**src/rtl/dcache_port_arbiter.sv**
```systemverilog
// Shares the L1 data-cache request port between the memory stage (port C, priority)
// and an auxiliary requester (port A) with a starvation guard and nack retry.
module dcache_port_arbiter #(
  parameter int STARVE_LIMIT = 8
) (
  input  logic        clk,
  input  logic        rst,
  input  logic        c_req_valid,
  input  logic        c_req_we,
  input  logic [29:0] c_req_addr,
  input  logic [31:0] c_req_data,
  input  logic [3:0]  c_req_mask,
  output logic        c_resp_ack,
  output logic [31:0] c_resp_data,
  input  logic        a_req_valid,
  output logic        a_req_ready,
  input  logic        a_req_we,
  input  logic [29:0] a_req_addr,
  input  logic [31:0] a_req_data,
  input  logic [3:0]  a_req_mask,
  output logic        a_resp_valid,
  output logic [31:0] a_resp_data,
  output logic        cache_req_valid,
  output logic        cache_req_we,
  output logic [29:0] cache_req_addr,
  output logic [31:0] cache_req_data,
  output logic [3:0]  cache_req_mask,
  input  logic        cache_resp_ack,
  input  logic [31:0] cache_resp_data
);

  localparam int CW = $clog2(STARVE_LIMIT + 1);
  localparam logic [CW-1:0] LIMIT = CW'(STARVE_LIMIT);

  typedef enum logic [1:0] {IDLE, PEND, INFL} state_t;

  state_t        state, state_nxt;
  logic [CW-1:0] starve_cnt;
  logic          own_c;
  logic          a_issue;
  logic          a_we_q;
  logic [29:0]   a_addr_q;
  logic [31:0]   a_data_q;
  logic [3:0]    a_mask_q;

  // Port A takes the cache when C is idle or when A has lost STARVE_LIMIT times in a row.
  assign a_issue = !rst && (state == PEND) && (!c_req_valid || (starve_cnt == LIMIT));

  // NOTE: sequential state uses non-blocking assignments so every register samples pre-edge values.
  always_ff @(posedge clk) begin
    if (rst) state <= IDLE;
    else     state <= state_nxt;
  end

  always_comb begin
    state_nxt = state;
    case (state)
      IDLE:    if (a_req_valid) state_nxt = PEND;
      PEND:    if (a_issue)     state_nxt = INFL;
      INFL:    state_nxt = cache_resp_ack ? IDLE : PEND;
      default: state_nxt = IDLE;
    endcase
  end

  // NOTE: every signal driven from always_comb gets a default first so no latch is inferred.
  always_comb begin
    a_req_ready  = 1'b0;
    a_resp_valid = 1'b0;
    if (!rst) begin
      case (state)
        IDLE:    a_req_ready  = 1'b1;
        INFL:    a_resp_valid = cache_resp_ack;
        default: ;
      endcase
    end
  end

  // NOTE: payload registers carry no reset; they are only consumed after a capture in IDLE.
  always_ff @(posedge clk) begin
    if (state == IDLE && a_req_valid) begin
      a_we_q   <= a_req_we;
      a_addr_q <= a_req_addr;
      a_data_q <= a_req_data;
      a_mask_q <= a_req_mask;
    end
  end

  always_ff @(posedge clk) begin
    if (rst) begin
      starve_cnt <= '0;
    end else if (state == PEND && !a_issue) begin
      if (starve_cnt != LIMIT) starve_cnt <= starve_cnt + 1'b1;
    end else begin
      starve_cnt <= '0;
    end
  end

  // Remembers whether the request sent this cycle belongs to port C.
  always_ff @(posedge clk) begin
    if (rst) own_c <= 1'b0;
    else     own_c <= c_req_valid && !a_issue;
  end

  assign cache_req_valid = !rst && (a_issue || c_req_valid);
  assign cache_req_we    = a_issue ? a_we_q   : c_req_we;
  assign cache_req_addr  = a_issue ? a_addr_q : c_req_addr;
  assign cache_req_data  = a_issue ? a_data_q : c_req_data;
  assign cache_req_mask  = a_issue ? a_mask_q : c_req_mask;

  assign c_resp_ack  = !rst && own_c && cache_resp_ack;
  assign c_resp_data = cache_resp_data;
  assign a_resp_data = cache_resp_data;

endmodule

```
**config.mk**
```make
export PLATFORM = sky130hd
export DESIGN_NAME = dcache_port_arbiter
export DESIGN_NICKNAME = d
export VERILOG_FILES = /design/src/rtl/dcache_port_arbiter.sv
export SDC_FILE = /design/constraint.sdc
export NUM_CORES = 1
export LEC_CHECK = 0
export CAP_MARGIN = 25
export CORE_AREA = 2 2 118 120
export CTS_CLUSTER_SIZE = 28
export DETAILED_ROUTE_END_ITERATION = 8
export DIE_AREA = 0 0 120 122
export GPL_TIMING_DRIVEN = 0
export PLACE_DENSITY = 0.7
export SYNTH_ARGS = -nofsm -noshare
export SYNTH_HDL_FRONTEND = slang
export SYNTH_SLANG_ARGS = --single-unit
```
**constraint.sdc**
```tcl
create_clock -name clk -period 13.7 [get_ports clk]
set_input_delay 2.74 -clock clk [delete_from_list [all_inputs] [get_ports clk]]
set_output_delay 2.74 -clock clk [all_outputs]
set_load 0.05 [all_outputs]
```
==> results.cfg, run 1 <==
[outcome]
status = finished clean

[floorplanning]
die_x_um = 120
die_area_sq_um = 14600
core_sq_um = 13500
die_h_um = 122
start_util_pct = 27.0
std_cell_rows = 43
io_pins = 306

[placed_design]
dpl_cell_area_sq_um = 6660
hpwlAfterDp_mm = 8.49
io_buffers = 273
routabilityCongestion = 0.736
dp_cells = 700

[sta]
post-route-period-util_pct = 59.5
max_freq_mhz = 123
clock_skew_ns = 0.0103
rsz0062_at_grt = no
worst-slew-pin-transition_ns = 0.785
hold_viol_final = 0
maxSlewHeadroom_pct = 47.5
fin_tns_setup_ns = 0
setup_violations = 0
finalCriticalPeriod_ns = 8.16
slew_violations = 0

[critical_path]
ff2ff_path_depth = 6
max_stage_delay_ns = 0.72
cp_slowest_cell = clkdlybuf4s50_1
cp.depth = 8
cp-end-kind = output port
cp.required_ns = 10.96
r2r_slack_ns = 11.32
critPathTopFamily = buffers and inverters
crit_chain = clkdlybuf4s50_1 -> or3b_1 -> buf_2 -> a21oi_4 -> buf_6 -> buf_6 -> mux2_1 -> clkdlybuf4s50_1
critPathBufInv = 5
start_kind = primary input
cp_max_fo = 10
worstPathArrival_ns = 5.42
worstSetupPathType = primary input to output port

[detailed_routing]
post-route-drc-count = 0
drt_pass1_iterations = 4
routed_wirelength_mm = 10.5
vias_per_cell = 4.09
wl_per_cell_um = 14.6
postRouteAntennaNets = 0
drt_iter0_drc = 45
vias = 2930

[clocking]
clkTransAtPathRegs_ns = 0.06
cts_buffers = 9
cts-root-buf = clkbuf_16
cts_tree = built
cts_sinks = 74
h-tree-depth = 3
postCtsHoldBufs = 0
clockBufferDepth = 2
clk_latency_ns = 0.33
postCtsSetupRepairBufs = 0
cts_resized = 0

[global_routing]
antenna_found_initial = 0
grt_max_degree = 15
grt_pass1_vias = 2971
grt_use_total_pct = 13.6
overflow = 0
grt_first_pass_wirelength_mm = 15.3

[yosys]
yosysUniqueCellTypes = 23
synth_largest_area_cell = edfxtp_1
syn_nets = 415
ys_top_cells_by_area = edfxtp_1 (55%), mux2_2 (15%), buf_4 (14%)
synth.yosys.seq_area_share_pct = 59.1
syn_area_sq_um = 3640
syn_inst = 242
synth_top_area_share_pct = 55.3
synth_warnings = 0
syn-mean-instance-area_sq_um = 15.0
ys_ff_latch = 74

[hold_path]
min_path_type = flop to flop
hold_path_depth = 1

[cells_and_area]
nNetsFinal = 704
finalInstanceArea_sq_um = 6970
syn2layout_area_growth_pct = 91.5
diodes = 0
final_cells = 716
drive_above_1_share_pct = 26.1

[flow_run]
maxCapViolCount = 0

[pwr]
power_leakage_nw = 2.61
power_density_nw_per_um2 = 106
peakVddDrop_mv = 0.0652
-- layout by cell type (no fill, tap or decap), types with 2 or more instances in the layout --
master           instances
inv_1                    3
ha_1                     2
bufinv_16                2
mux2_1                  19
dfxtp_1                  7
nor3_1                   6
clkdlybuf4s50_1        273
a21oi_1                  2
nand2_1                  3
buf_6                    7
clkbuf_16                9
nor2_1                   3
clkinv_1                 2
edfxtp_1                67
buf_4                   68
mux2_2                  48
-- cell families (layout without fill, tap and decap cells) --
logic type,Yosys count,after routing,synth area share [%]
AO/OA/AOI/OAI,3,3,0.722
adder cells (fa/ha/maj),2,2,0.687
flip-flops,74,74,59.1
XOR/XNOR,2,2,0.481
multiplexers,67,67,20.7
buffers and inverters,75,369,15.4
AND/OR/NAND/NOR,19,19,2.89
-- cells in the mapped netlist, drive strengths merged --
| library cell | number |
|---|---|
| edfxtp | 67 |
| and3b | 1 |
| nand3b | 1 |
| nor2 | 3 |
| buf | 72 |
| xor2 | 1 |
| nand4b | 1 |
| nor3b | 1 |
| nor3 | 6 |
| dfxtp | 7 |
| a21oi | 3 |
| nand3 | 1 |
| inv | 3 |
| nand2 | 3 |
| mux2 | 67 |
| nand2b | 1 |
| ha | 2 |
| or3b | 1 |
| xnor2 | 1 |
-- stage by stage --
| stage | hold WS (ns) | utilization, % | total power, mW | setup WS [ns] |
|---|---|---|---|---|
| finish | 0.510 | 51.6 | 0.736 | 5.54 |
| CTS | 0.517 | 51.6 | 0.744 | 5.49 |
| floorplan | 0.453 | - | 0.400 | 5.48 |
| detailed placement | 0.509 | 49.3 | 0.492 | 5.49 |
| global placement | 0.470 | 48.9 | 0.490 | 2.79 |
| global route | 0.560 | 51.6 | 0.761 | 5.40 |
-- worst paths after layout --
kind                             end           from
hold / removal         starve_cnt[0]  starve_cnt[0]
hold reg to reg        starve_cnt[0]  starve_cnt[0]
setup reg to reg        a_addr_q[19]       state[1]
setup / recovery  cache_req_data[29]            rst
-- metal layers --
metal / vias up / track usage, % / part of all wire [%]
li1: 1391 / - / -
met4: 0 / 4.56 / 1.5
met5: - / 0 / 0
met1: 1337 / 13.7 / 34
met3: 11 / 6.51 / 13
met2: 191 / 24.5 / 52
-- report_power, final --
group | total (mW) | leakage, nW | internal [mW] | switching [mW]
Combinational | 0.219 | 1.76 | 0.0994 | 0.119
Sequential | 0.268 | 0.699 | 0.264 | 0.00395
Clock | 0.250 | 0.152 | 0.158 | 0.0917
-- cell type report --
| cell class | count | area, sq um |
|---|---|---|
| plain buffers | 72 | 549 |
| flip-flops and latches | 74 | 2150 |
| multi-input cells | 93 | 933 |
| clock inverters | 6 | 81.3 |
| inverters | 3 | 11.3 |
| repair buffers | 278 | 2790 |
| well taps | 180 | 225 |
| fillers | 1157 | 6530 |
| clock buffers | 10 | 229 |
-- flip-flops by register name, indices dropped and copies added (netlist names) --
register,count
own_c,1
a_we_q,1
a_data_q,32
a_addr_q,30
a_mask_q,4
state,2
starve_cnt,4
No activity file was read; power rests on OpenSTA's default activity.
==> run 2: changes to the inputs <==
clock period = 8 ns   (was 13.7 ns; I/O delays follow)
==> results of run 2 <==
Same layout as run 1 (identical final DEF). Status: finished clean.
Main changes from that run: setup slack after placement 5.49 ns -> 2.07 ns; setup slack after layout 5.54 ns -> 2.12 ns; register-to-register setup slack 11.32 ns -> 5.62 ns; total power 0.736 mW -> 1.26 mW; worst IR drop on VDD 0.0652 mV -> 0.112 mV
==> run 3: changes to the inputs <==
CORE_AREA = 2 2 119 121   (was 2 2 118 120)
DIE_AREA = 0 0 121 123   (was 0 0 120 122)
PLACE_DENSITY = 0.72   (was 0.7)
clock period = 5.13 ns   (was 8 ns; I/O delays follow)
==> run 3 against run 2 <==
Effect of this change:
- power up 56%
- flip-flop and latch count stayed put
- routed wire length increased by 1.4%
- clock power rose by 53%
- combinational power grew 57%
- die area up 1.7%
- first-iteration DRC count up 51%
==> results.cfg, run 3 (synthesized netlist as in run 1, its figures left out) <==
[critical_path]
worstSetupPathType = primary input to output port
cp_max_fo = 10
regToRegStartpoint = state[1]
worstPathArrival_ns = 3.74
start_kind = primary input
cp.required_ns = 4.10
ff2ff_path_depth = 3
reg2reg_to = a_addr_q[22]
crit_start = rst
critPathCapture = cache_req_data[24]
cp-end-kind = output port
r2r_slack_ns = 3.23

[outcome]
status = finished clean

[global_routing]
grt_first_pass_wirelength_mm = 15.1
overflow = 0
antenna_found_initial = 0
grt_pass1_vias = 2993
grt_use_total_pct = 13.3
grt_max_degree = 21

[cells_and_area]
regMostFlops = a_data_q
final_cells = 714
drive_above_1_share_pct = 25.8
diodes = 0
final_cell_mix = clkdlybuf4s50_1 (273), buf_4 (68), edfxtp_1 (67), mux2_2 (48), mux2_1 (19)
reg.largest.list = a_data_q: 32 flops, a_addr_q: 30 flops
seqCellArea_sq_um = 2150
multiInputGateArea_sq_um = 940
nFillCells = 1152
largest_register_ffs = 32
syn2layout_area_growth_pct = 92.3
nNetsFinal = 702
finalInstanceArea_sq_um = 7000
layout_commonest_cell = clkdlybuf4s50_1
utilization_pct = 51.4

[hold_path]
hold_path_depth = 1
min_path_type = flop to flop

[clocking]
cts_sinks = 74
cts_tree = built
cts_resized = 0
cts_buffers = 9
clkTransAtPathRegs_ns = 0.05
postCtsSetupRepairBufs = 0
postCtsHoldBufs = 0
h-tree-depth = 3
clockBufferDepth = 2
cts-root-buf = clkbuf_16
clk_latency_ns = 0.33

[sta]
clock_skew_ns = 0.0101
setup_ws_ns = 0.361
maxSlewHeadroom_pct = 36.0
worst-slew-pin-transition_ns = 0.959
setup_violations = 0
finalCriticalPeriod_ns = 4.77
hold_viol_final = 0
max_freq_mhz = 210
slew_violations = 0
post-route-period-util_pct = 93.0
rsz0062_at_grt = no

[detailed_routing]
vias_per_cell = 4.11
wl_per_cell_um = 14.8
drt_pass1_iterations = 4
vias = 2933
post-route-drc-count = 0
routed_wirelength_mm = 10.6
postRouteAntennaNets = 0
drt_iter0_drc = 68

[flow_run]
maxCapViolCount = 0

[placed_design]
hpwlAfterDp_mm = 8.81
routabilityCongestion = 0.692
pre_cts_ws_ns = 0.342
io_buffers = 273
dp_cells = 698
dpl_cell_area_sq_um = 6690

[pwr]
power_leakage_nw = 2.61
peakVddDrop_mv = 0.172
power_density_nw_per_um2 = 280

[floorplanning]
io_pins = 306
start_util_pct = 26.7
die_x_um = 121
die_h_um = 123
std_cell_rows = 43
core_sq_um = 13600
die_area_sq_um = 14900
==> run 3: changes by cell type in the layout (fill, tap and decap cells not counted), sizes merged <==
| cell | previous run | this run |
|---|---|---|
| clkbuf | 10 | 9 |
| clkinvlp | 0 | 1 |
| buf | 77 | 75 |
==> run 3: area by class of cell <==
cell class / count / area share, %
well taps: 180 / 3.22
clock buffers: 9 / 3.22
plain buffers: 72 / 7.84
multi-input cells: 93 / 13.4
flip-flops and latches: 74 / 30.7
inverters: 3 / 0.161
clock inverters: 7 / 1.20
repair buffers: 276 / 40.2
==> run 3: worst max-delay path: stages <==
cell and delay [ns]:
clkdlybuf4s50_1 0.48, or3b_1 0.37, buf_2 0.18, a21oi_4 0.24, buf_6 0.20, buf_6 0.16, mux2_1 0.36, clkdlybuf4s50_1 0.71
==> run 3: metal layers <==
metal,wire length (um),global-route usage [%]
met2,5660,25.6
met5,0,0
met4,189,4.72
met1,3360,12.4
met3,1400,6.04
==> run 3: metrics by stage <==
| step | power (mW) | hold WS, ns | setup TNS [ns] |
|---|---|---|---|
| after floorplan | 1.07 | 0.453 | 0 |
| after global placement | 1.30 | 0.468 | -42.57 |
| after detailed placement | 1.32 | 0.498 | 0 |
| after CTS | 1.98 | 0.506 | 0 |
| after global routing | 2.03 | 0.538 | 0 |
| final | 1.96 | 0.508 | 0 |
==> run 3: worst min-delay path by stage <==
stage,start,endpoint,slack (ns)
4_1_cts,starve_cnt[0],starve_cnt[0],0.51
5_1_grt,starve_cnt[0],starve_cnt[0],0.54
3_5_place_dp,starve_cnt[0],starve_cnt[0],0.50
2_1_floorplan,starve_cnt[0],starve_cnt[0],0.45
6_report,starve_cnt[0],starve_cnt[0],0.51
3_3_place_gp,starve_cnt[0],starve_cnt[0],0.47
==> run 3: report_power, final <==
group	internal [mW]	switching, mW
clock network	0.420	0.237
registers	0.705	0.0107
logic	0.270	0.319
